$ cat config.mk
export PLATFORM = sky130hd
export DESIGN_NAME = tlc_sensor_conditioner
export DESIGN_NICKNAME = d
export VERILOG_FILES = /design/src/rtl/tlc_sensor_conditioner.sv
export SDC_FILE = /design/constraint.sdc
export NUM_CORES = 1
export LEC_CHECK = 0
export ABC_CLOCK_PERIOD_IN_PS = 7600
export BUFFER_PORTS_ARGS = -buffer_cell sky130_fd_sc_hd__clkbuf_2
export CAP_MARGIN = 15
export CORE_UTILIZATION = 40
export CTS_BUF_LIST = sky130_fd_sc_hd__clkbuf_16
export CTS_CLUSTER_SIZE = 10
export DETAILED_ROUTE_END_ITERATION = 12
export GPL_TIMING_DRIVEN = 0
export RECOVER_POWER = 50
export SYNTH_ARGS = -nofsm -noshare
export SYNTH_HDL_FRONTEND = slang
export SYNTH_SLANG_ARGS = --single-unit
$ cat constraint.sdc
create_clock -name clk -period 7.6 [get_ports clk]
set_clock_uncertainty 0.2 [all_clocks]
set_input_delay 0.38 -clock clk [delete_from_list [all_inputs] [get_ports clk]]
set_output_delay 0.38 -clock clk [all_outputs]
set_load 0.1 [all_outputs]
$ cat src/rtl/tlc_sensor_conditioner.sv
// Detector front end: 2-flop sync, debounce, per-channel call memory, stuck-on flags.
// Sensor rises/falls DEBOUNCE+2 edges after raw; all outputs registered, no backpressure.
package light_package;
   typedef enum logic [1:0] {red = 2'd0, yellow = 2'd1, green = 2'd2} colors;
endpackage

module tlc_sensor_conditioner #(
   parameter int         DEBOUNCE    = 3,
   parameter int         STUCK_LIMIT = 600,
   parameter logic [4:0] LOCK_MASK   = 5'b11111
) (
   input  logic                 clk,
   input  logic                 reset,
   input  logic                 e_str_raw,
   input  logic                 w_str_raw,
   input  logic                 e_left_raw,
   input  logic                 w_left_raw,
   input  logic                 ns_raw,
   input  light_package::colors e_str_light,
   input  light_package::colors w_str_light,
   input  light_package::colors e_left_light,
   input  light_package::colors w_left_light,
   input  light_package::colors ns_light,
   output logic                 e_str_sensor,
   output logic                 w_str_sensor,
   output logic                 e_left_sensor,
   output logic                 w_left_sensor,
   output logic                 ns_sensor,
   output logic [4:0]           fault
);
   localparam int CW = (DEBOUNCE > 1) ? $clog2(DEBOUNCE) : 1;
   localparam int RW = $clog2(STUCK_LIMIT + 1);

   logic [4:0]           raw;
   logic [4:0]           call;
   logic [4:0]           flt;
   light_package::colors light [5];

   assign raw      = {ns_raw, w_left_raw, e_left_raw, w_str_raw, e_str_raw};
   assign light[0] = e_str_light;
   assign light[1] = w_str_light;
   assign light[2] = e_left_light;
   assign light[3] = w_left_light;
   assign light[4] = ns_light;

   generate
      for (genvar g = 0; g < 5; g++) begin : g_ch
         localparam logic [CW-1:0] CNT_MAX = CW'(DEBOUNCE - 1);
         localparam logic [RW-1:0] RUN_MAX = RW'(STUCK_LIMIT);

         logic          s1, s2, pres, pres_n;
         logic          call_q, call_n, flt_q, flt_n, served;
         logic [CW-1:0] cnt, cnt_n;
         logic [RW-1:0] run, run_n;

         assign served = (light[g] == light_package::green);

         always_comb begin
            pres_n = pres;
            cnt_n  = '0;
            if (s2 != pres) begin
               if (cnt == CNT_MAX) pres_n = s2;
               else                cnt_n  = cnt + 1'b1;
            end
            run_n = '0;
            if (pres_n) run_n = (run == RUN_MAX) ? run : run + 1'b1;
            // Fault is sticky and holds the call high (recall mode).
            flt_n = flt_q | (run_n == RUN_MAX);
            if (LOCK_MASK[g]) call_n = pres_n | flt_n | (call_q & ~served);
            else              call_n = pres_n | flt_n;
         end

         always_ff @(posedge clk or posedge reset) begin
            if (reset) begin
               s1     <= 1'b0;
               s2     <= 1'b0;
               pres   <= 1'b0;
               cnt    <= '0;
               run    <= '0;
               flt_q  <= 1'b0;
               call_q <= 1'b0;
            end else begin
               s1     <= raw[g];
               s2     <= s1;
               pres   <= pres_n;
               cnt    <= cnt_n;
               run    <= run_n;
               flt_q  <= flt_n;
               call_q <= call_n;
            end
         end

         assign call[g] = call_q;
         assign flt[g]  = flt_q;
      end
   endgenerate

   assign e_str_sensor  = call[0];
   assign w_str_sensor  = call[1];
   assign e_left_sensor = call[2];
   assign w_left_sensor = call[3];
   assign ns_sensor     = call[4];
   assign fault         = flt;
endmodule

==> impl_metrics.ini, run 1 <==
[global_routing]
first_global_vias = 2936
grt_pass1_wl_um = 13000
track_usage = 0.145
gr-total-overflow = 0
grt_max_degree = 55
antenna_found_initial = 0

[sta]
timing.fmax_mhz = 421
setup_viol = 0
worst_slew_pin_slew_ns = 1.40
hold_viol_final = 0
slew_viol_final = 0
tns_ns = 0
hold_ws_ns = 0.134
period_share = 0.313
rsz0062_at_grt = no
max-slew-margin-rel = 0.0604
period_needed_ns = 2.38

[floorplan]
start_util = 0.414
ios = 27
die_width_um = 106
rows = 37
fp.dieH_um = 106
die_area_um2 = 11200
core-area_um2 = 10400

[synth]
synth_adder_area_share = 0.0291
synth_simple_gate_area_frac = 0.244
synth_nets = 452
synth_edf_count = 0
synthTopCellsByCount = dfrtp_1, nor2_1, xnor2_1
synth-xor-area-share = 0.0918
synth_ff_type = dfrtp_1
synth_top_area_cell = dfrtp_1
async_flop_share = 1.00
syn_area_um2 = 4290
syn_inst = 425
synth_compound_area_frac = 0.0627
yosysUniqueCellTypes = 53
synth.area.top_cells = dfrtp_1, xnor2_1, nor2_1
synth_top_area_share = 0.495
muxShareOfSynthArea = 0.0326
synth_top_family_by_area = simple AND/OR/NAND/NOR gates
synth_seq_cells = 85
ys_seq_area_frac = 0.495
synth_most_common_cell = dfrtp_1
avgSynthCellArea_um2 = 10.1
synth-warning-count = 0

[clock_tree]
worstSkewPairLatency_ns = 0.33
path_clk_slew_ns = 0.06
cts_resized = 0
htree_levels = 3
cts_inserted_buffers = 9
cts_sinks = 85
cts-root-buf = clkbuf_16
clock_path_buffers = 2
tritoncts = yes

[setup_path]
worstSetupEndpointType = flip-flop
cp-start-kind = flip-flop
cp_data_arrival_time_ns = 2.40
cp_slowest_stage_delay_ns = 0.45
cp.buffers_inverters = 1
critPathTopFamily = simple AND/OR/NAND/NOR gates
worstSetupPathType = flip-flop to flip-flop
critPathSlowestCell = dfrtp_1
crit_required_ns = 7.62
cp_cell_sequence = inv_1, ha_1, or3b_4, nor4_4, nor3_1, a221o_1, a41o_1
cp_max_fo = 7

[finish]
layout-drive-gt1-share = 0.129
stdcell_count = 610
area_growth_pct = 15.1
nFillCells = 976
final_area_um2 = 4940
final_nets = 496
insertedDiodeCount = 0

[placement]
io_buffer_count = 26
place_inst = 588
gp_congestion = 0.794
placed_area_um2 = 4620
dp_hpwl_um = 5110

[power]
p_leak_nw = 2.13
power_frac_seq = 0.424
pwr_density_cell_nw_per_um2 = 286
ir_drop_mv = 0.232
clkPwrFrac = 0.272
switching_share = 0.377
power.total_mw = 1.41
p_int_mw = 0.881
combPwrFrac = 0.304
power_switching_mw = 0.533

[routing]
wl_met3_um = 152
drc_errors = 0
via_per_inst = 5.00
dr_wl_met2_um = 3530
wirelength_um = 7470
antenna_left = 0
num_vias = 3048
wl_met1_um = 3700
dr.pass1.iters = 4
drt_iter0_drc = 138
top_layer = met4
post_drt_wl_per_cell_um = 12.2

[hold_path]
hp-class = input pin to flip-flop

[run]
cap_violations = 0

[outcome]
status = finished, final reports clean
==> state kept, by name, indices dropped and copies added, names as in the netlist <==
register	cells
ns_sensor	1
g_ch.cnt	10
g_ch.s2	5
g_ch.flt_q	5
g_ch.s1	5
e_str_sensor	1
g_ch.pres	5
w_left_sensor	1
w_str_sensor	1
g_ch.run	50
e_left_sensor	1
==> final timing paths <==
check / start / end / slack [ns] / cells after the start
max: g_ch[1].run[0]$_DFF_PP0_ / g_ch[1].flt_q$_DFF_PP0_ / 5.22 / 7
min: w_left_light[1] / w_left_sensor$_DFF_PP0_ / 0.13 / 4
max reg2reg: g_ch[1].run[0]$_DFF_PP0_ / g_ch[1].flt_q$_DFF_PP0_ / 5.22 / 7
min reg2reg: g_ch[0].s1$_DFF_PP0_ / g_ch[0].s2$_DFF_PP0_ / 0.15 / 0
max in group asynchronous: reset / g_ch[4].run[3]$_DFF_PP0_ / 5.68 / 4
min in group asynchronous: reset / g_ch[4].s1$_DFF_PP0_ / 0.69 / 3
==> stage by stage <==
stage	setup slack, ns	util
after floorplan	4.83	-
after global placement	3.84	0.443
after detailed placement	5.21	0.446
after CTS	5.19	0.477
after global routing	5.10	0.477
final	5.22	0.477
==> placed cells by master (no fill, tap or decap), types with 3 or more instances in the layout <==
| cell type | instances |
|---|---|
| dfrtp_1 | 85 |
| nor2_1 | 54 |
| clkbuf_2 | 26 |
| inv_1 | 24 |
| xnor2_1 | 24 |
| nand2_1 | 23 |
| nand3_1 | 22 |
| xor2_1 | 21 |
| nor3_1 | 16 |
| mux2i_1 | 14 |
| a21oi_1 | 13 |
| clkbuf_1 | 11 |
| o21ai_0 | 11 |
| nand2b_1 | 11 |
| nand4_1 | 10 |
| ha_1 | 10 |
| clkbuf_16 | 9 |
| nor2b_1 | 8 |
| nor3b_1 | 6 |
| dlygate4sd3_1 | 6 |
| and3_1 | 5 |
| buf_4 | 5 |
| or3_1 | 4 |
| nand3b_1 | 4 |
| buf_2 | 3 |
| nor4b_1 | 3 |
| a41o_1 | 3 |
==> power groups by stage <==
stage	Clock, mW	Combinational [mW]	Sequential [mW]
4_1_cts	0.398	0.437	0.600
2_1_floorplan	0	0.250	0.689
5_1_grt	0.414	0.477	0.611
3_5_place_dp	0	0.432	0.608
6_report	0.385	0.429	0.600
3_3_place_gp	0	0.424	0.603
==> metal layers <==
layer | GRT usage | vias to the layer above
met3 | 0.0260 | 8
li1 | - | 1537
met2 | 0.238 | 40
met5 | 0 | -
met1 | 0.191 | 1463
met4 | 0.0595 | 0
==> layout make-up <==
class / instances / area (um^2) / share of cell area
Tap cell: 136 / 170 / 0.0344
Clock inverter: 7 / 35.0 / 0.00709
Buffer: 20 / 105 / 0.0213
Multi-Input combinational cell: 297 / 1970 / 0.399
Sequential cell: 85 / 2130 / 0.430
Clock buffer: 9 / 225 / 0.0456
Inverter: 23 / 87.6 / 0.0177
Timing Repair Buffer: 33 / 218 / 0.0441
==> what timing repair did <==
| action | 4_1_cts | 5_1_grt |
|---|---|---|
| setup endpoints to repair | 0 | 0 |
| buffers inserted | 0 | 0 |
| hold buffers | 6 | 0 |
| hold endpoints to repair | 36 | 0 |
==> cell families (layout without fill, tap and decap cells) <==
family                     after synthesis  in the layout
AOI/OAI and AO/OA                       41             41
xor gates and xnor gates                45             45
adders and majority gates               10             10
buffers and inverters                   43             92
DFF                                     85             85
muxes                                   14             14
and+or+nand+nor                        187            187
==> tightest hold or removal path: stages <==
cell	delay (ns)
clkbuf_2	0.08
nand2b_1	0.05
a21oi_1	0.06
nand2_1	0.06
No activity file was read; power rests on OpenSTA's default activity.
==> inputs of run 2 (changes only) <==
--- a/config.mk
+++ b/config.mk
@@ -5,7 +5,7 @@
 export SDC_FILE = /design/constraint.sdc
 export NUM_CORES = 1
 export LEC_CHECK = 0
-export ABC_CLOCK_PERIOD_IN_PS = 7600
+export ABC_CLOCK_PERIOD_IN_PS = 2000
 export BUFFER_PORTS_ARGS = -buffer_cell sky130_fd_sc_hd__clkbuf_2
 export CAP_MARGIN = 15
 export CORE_UTILIZATION = 40
==> constraint.sdc (replaced) <==
create_clock -name clk -period 2 [get_ports clk]
set_clock_uncertainty 0.2 [all_clocks]
set_input_delay 0.1 -clock clk [delete_from_list [all_inputs] [get_ports clk]]
set_output_delay 0.1 -clock clk [all_outputs]
set_load 0.1 [all_outputs]
==> run 2 against run 1 <==
  * The run now ends with negative setup slack left
  * Clock power rose to 4.9 times the previous value
  * Flip-flop and latch count unchanged
  * Wire length is 13% higher
  * Count of clock-buffer cells in the layout unchanged
  * Critical endpoint unchanged
  * Non-clock buffer count grew 41
  * Critical path depth is the same
  * Global-route usage grew 1.9 points
  * Via count rose by 6.5%
  * Combinational power grew to 4.9 times the previous value
  * Sequential share of layout area is 4.3 points lower
==> impl_metrics.ini, run 2 (synthesis gave the netlist of run 1 again) <==
[outcome]
status = finished with violations
violations = negative setup slack

[sta]
hold_viol_final = 0
max-slew-margin-rel = 0.386
slew_viol_final = 0
rsz0062_at_grt = yes
setup_viol = 2
worst_slew_pin_slew_ns = 0.921
tns_ns = -0.128
period_needed_ns = 2.08
timing.fmax_mhz = 482
setup_ws_ns = -0.0757
period_share = 1.04

[clock_tree]
tritoncts = yes
path_clk_slew_ns = 0.06
cts_sinks = 85
htree_levels = 3
cts-root-buf = clkbuf_16
worstSkewPairLatency_ns = 0.34
clock_path_buffers = 2
cts_inserted_buffers = 9

[placement]
io_buffer_count = 26
preCtsSetupSlack_ns = -0.408
dp_hpwl_um = 5130
gp_congestion = 0.811
placed_area_um2 = 4640

[run]
cap_violations = 0

[power]
ir_drop_mv = 0.767
pwr_density_cell_nw_per_um2 = 1130
p_leak_nw = 2.38

[floorplan]
core-area_um2 = 10400
ios = 27
start_util = 0.414
fp.dieH_um = 106
die_area_um2 = 11200
die_width_um = 106
rows = 37

[hold_path]
hp-class = input pin to asynchronous set/reset pin

[global_routing]
gr-total-overflow = 0
track_usage = 0.165
grt_pass1_wl_um = 14500
grt_max_degree = 43
first_global_vias = 3178
antenna_found_initial = 0

[finish]
final_area_um2 = 5520
most-common-layout-cells = dfrtp_1, nor2_1, buf_4, clkbuf_2, xnor2_1
reg_top3 = g_ch.run: 50 flops, g_ch.cnt: 10 flops
insertedDiodeCount = 0
area_growth_pct = 28.7
final_nets = 537
layout_commonest_cell = dfrtp_1
regMostFlops = g_ch.run
layout-drive-gt1-share = 0.260
final_util = 0.533
largest_reg_flops = 50

[routing]
dr.pass1.iters = 4
post_drt_wl_per_cell_um = 13.0
num_vias = 3246
via_per_inst = 4.99
wirelength_um = 8450
antenna_left = 0
drc_errors = 0
drt_iter0_drc = 80

[setup_path]
cp_data_arrival_time_ns = 2.10
startpoint = g_ch[1].run[0]$_DFF_PP0_
crit_required_ns = 2.03
worstSetupEndpointType = flip-flop
worstSetupPathType = flip-flop to flip-flop
cp-start-kind = flip-flop
r2r-start = g_ch[1].run[0]$_DFF_PP0_
cp_max_fo = 2
run 2: per-layer routing:
metal | share of wire | vias up | global-route usage
li1 | - | 1620 | -
met3 | 0.034 | 7 | 0.0538
met5 | 0 | - | 0
met1 | 0.45 | 1577 | 0.205
met2 | 0.50 | 42 | 0.273
met4 | 0.013 | 0 | 0.0516
run 2: path summary, 6_finish.rpt:
| kind | endpoint | slack (ns) | cells past startpoint |
|---|---|---|---|
| worst min register to register | g_ch[2].s2$_DFF_PP0_ | 0.15 | 0 |
| worst max register to register | g_ch[1].flt_q$_DFF_PP0_ | -0.08 | 7 |
| max in group asynchronous | g_ch[3].run[0]$_DFF_PP0_ | 0.17 | 5 |
| worst min-delay path | g_ch[1].run[9]$_DFF_PP0_ | 0.08 | 3 |
| worst max-delay path | g_ch[1].flt_q$_DFF_PP0_ | -0.08 | 7 |
| min in group clk | g_ch[2].s2$_DFF_PP0_ | 0.15 | 0 |
run 2: critical path, stage by stage (launching register included):
cell and delay, ns:
dfrtp_2 0.41, inv_2 0.08, ha_4 0.13, or3b_4 0.38
nor4_4 0.17, nor3_1 0.08, a221o_1 0.30, a41o_1 0.21
run 2: layout make-up:
type / instances / area [um^2]
Fill cell: 912 / 4850
Sequential cell: 85 / 2140
Clock buffer: 9 / 225
Inverter: 23 / 87.6
Multi-Input combinational cell: 297 / 2110
Clock inverter: 7 / 115
Tap cell: 136 / 170
Timing Repair Buffer: 79 / 584
Buffer: 15 / 88.8
run 2: power breakdown:
part / switching, mW / total (mW) / internal (mW)
Combinational: 1.28 / 2.09 / 0.805
Sequential: 0.245 / 2.27 / 2.02
Clock: 0.665 / 1.88 / 1.21
run 2: repair_timing:
item | 4_1_cts | 5_1_grt
hold buffers | 16 | 0
hold endpoints to repair | 53 | 0
endpoints found under the setup margin | 8 | 14
gates resized for setup | 22 | 25
pin swaps | 13 | 12
buffers inserted | 26 | 11
run 2: metrics by stage:
stage	hold WS, ns	cells	power, mW
after global placement	0.00798	587	3.91
after global routing	0.0974	651	6.61
after floorplan	-0.0686	425	3.58
final	0.0812	651	6.24
after detailed placement	-0.159	589	3.96
after CTS	0.0463	643	6.15
==> inputs of run 3 (changes only) <==
--- a/config.mk
+++ b/config.mk
@@ -14,6 +14,7 @@
 export DETAILED_ROUTE_END_ITERATION = 12
 export GPL_TIMING_DRIVEN = 0
 export RECOVER_POWER = 50
+export SLEW_MARGIN = 5
 export SYNTH_ARGS = -nofsm -noshare
 export SYNTH_HDL_FRONTEND = slang
 export SYNTH_SLANG_ARGS = --single-unit
==> constraint.sdc (replaced) <==
create_clock -name clk -period 2 [get_ports clk]
set_clock_uncertainty 0.2 [all_clocks]
set_input_delay 0.2 -clock clk [delete_from_list [all_inputs] [get_ports clk]]
set_output_delay 0.2 -clock clk [all_outputs]
set_load 0.1 [all_outputs]
==> run 3 against run 2 <==
  * The flow still finishes with violations (negative setup slack)
  * Die area did not move
  * Global-route usage fell by 0.51 points
  * Wire length fell by 2.7%
  * Core utilization fell by 1.4 points
  * Hold slack improved by 0.068 ns
==> impl_metrics.ini, run 3 (synthesis gave the netlist of run 1 again) <==
[global_routing]
grt_max_degree = 37
track_usage = 0.160
grt_pass1_wl_um = 13900
gr-total-overflow = 0
first_global_vias = 3072
antenna_found_initial = 0

[routing]
drt_iter0_drc = 151
post_drt_wl_per_cell_um = 12.7
antenna_left = 0
wirelength_um = 8210
dr.pass1.iters = 4
drc_errors = 0
num_vias = 3247
via_per_inst = 5.03

[hold_path]
hp-class = flip-flop to flip-flop

[power]
pwr_density_cell_nw_per_um2 = 1110
p_leak_nw = 2.34
ir_drop_mv = 0.895

[setup_path]
cp-start-kind = flip-flop
cp_data_arrival_time_ns = 2.12
worstSetupPathType = flip-flop to flip-flop
cp_max_fo = 2
crit_required_ns = 2.03
worstSetupEndpointType = flip-flop

[placement]
gp_congestion = 0.811
io_buffer_count = 26
dp_hpwl_um = 5200

[floorplan]
rows = 37
fp.dieH_um = 106
die_area_um2 = 11200
start_util = 0.414
ios = 27
core-area_um2 = 10400
die_width_um = 106

[finish]
layout_commonest_cell = dfrtp_1
largest_reg_flops = 50
reg_top3 = g_ch.run: 50 flops, g_ch.cnt: 10 flops
insertedDiodeCount = 0
regMostFlops = g_ch.run
area_growth_pct = 25.3
final_nets = 531
layout-drive-gt1-share = 0.232
most-common-layout-cells = dfrtp_1, nor2_1, buf_4, clkbuf_2, xnor2_1

[clock_tree]
clock_path_buffers = 2
cts-root-buf = clkbuf_16
tritoncts = yes
path_clk_slew_ns = 0.06
cts_inserted_buffers = 9
worstSkewPairLatency_ns = 0.34
htree_levels = 3
cts_sinks = 85

[sta]
setup_ws_ns = -0.0835
tns_ns = -0.142
slew_viol_final = 0
max-slew-margin-rel = 0.553
hold_viol_final = 0
period_share = 1.04
period_needed_ns = 2.08
rsz0062_at_grt = yes
worst_slew_pin_slew_ns = 0.666
hold_ws_ns = 0.149
timing.fmax_mhz = 480
setup_viol = 2

[outcome]
status = finished with violations
violations = negative setup slack

[run]
cap_violations = 0
[run 3: cell types whose count changed in the layout (fill, tap and decap cells not counted), sizes merged]
| cell | change |
|---|---|
| buf | -7 |
| bufinv | -1 |
| clkbuf | +1 |
| clkinv | +2 |
| clkinvlp | -1 |
[run 3: final cells by class]
cell class	instances	area (um^2)
Fill cell	942	4990
Sequential cell	85	2140
Multi-Input combinational cell	297	2060
Timing Repair Buffer	73	526
Clock buffer	9	225
Tap cell	136	170
Clock inverter	7	91.3
Buffer	15	87.6
Inverter	23	87.6
[run 3: per-stage QoR]
step / setup slack [ns] / std cells / total power, mW / area [um^2] / util
CTS: -0.175 / 637 / 5.94 / 5290 / 0.510
detailed placement: -0.421 / 589 / 3.96 / 4640 / 0.448
finish: -0.0835 / 645 / 5.96 / 5380 / 0.519
global route: -0.165 / 645 / 6.34 / 5380 / 0.519
global placement: -0.390 / 587 / 3.91 / 4600 / 0.444
floorplan: -0.205 / 425 / 3.58 / 4300 / -
[run 3: where the power goes]
group | leakage (nW) | internal (mW) | switching [mW]
combinational | 1.07 | 0.712 | 1.24
clock | 0.161 | 1.09 | 0.670
sequential | 1.10 | 2.02 | 0.228
total | 2.34 | 3.82 | 2.14
[run 3: final timing paths]
kind	start	end	slack, ns	depth (start not counted)
max	g_ch[1].run[0]$_DFF_PP0_	g_ch[1].flt_q$_DFF_PP0_	-0.08	7
min	g_ch[0].s1$_DFF_PP0_	g_ch[0].s2$_DFF_PP0_	0.15	0
max reg2reg	g_ch[1].run[0]$_DFF_PP0_	g_ch[1].flt_q$_DFF_PP0_	-0.08	7
min reg2reg	g_ch[0].s1$_DFF_PP0_	g_ch[0].s2$_DFF_PP0_	0.15	0
max in group asynchronous	reset	g_ch[4].run[2]$_DFF_PP0_	0.38	4
min in group asynchronous	reset	g_ch[1].run[9]$_DFF_PP0_	0.26	3
[run 3: what timing repair did]
action	CTS	global route
endpoints found under the hold margin	95	0
hold buffers	16	0
gates resized for setup	15	16
endpoints found under the setup margin	8	9
buffers inserted	20	10
pin swaps	8	6
[run 3: layer usage]
metal	wire [um]	up-vias	part of all wire	track usage
met2	3970	44	0.48	0.261
met4	121	0	0.015	0.0625
met3	304	9	0.037	0.0526
met5	0	-	0	0
met1	3810	1585	0.46	0.196
li1	-	1609	-	-
[run 3: critical path, stage by stage (launching register included)]
cell	delay, ns
dfrtp_2	0.41
inv_2	0.08
ha_4	0.12
or3b_4	0.37
nor4_4	0.17
nor3_1	0.08
a221o_1	0.30
a41o_1	0.23
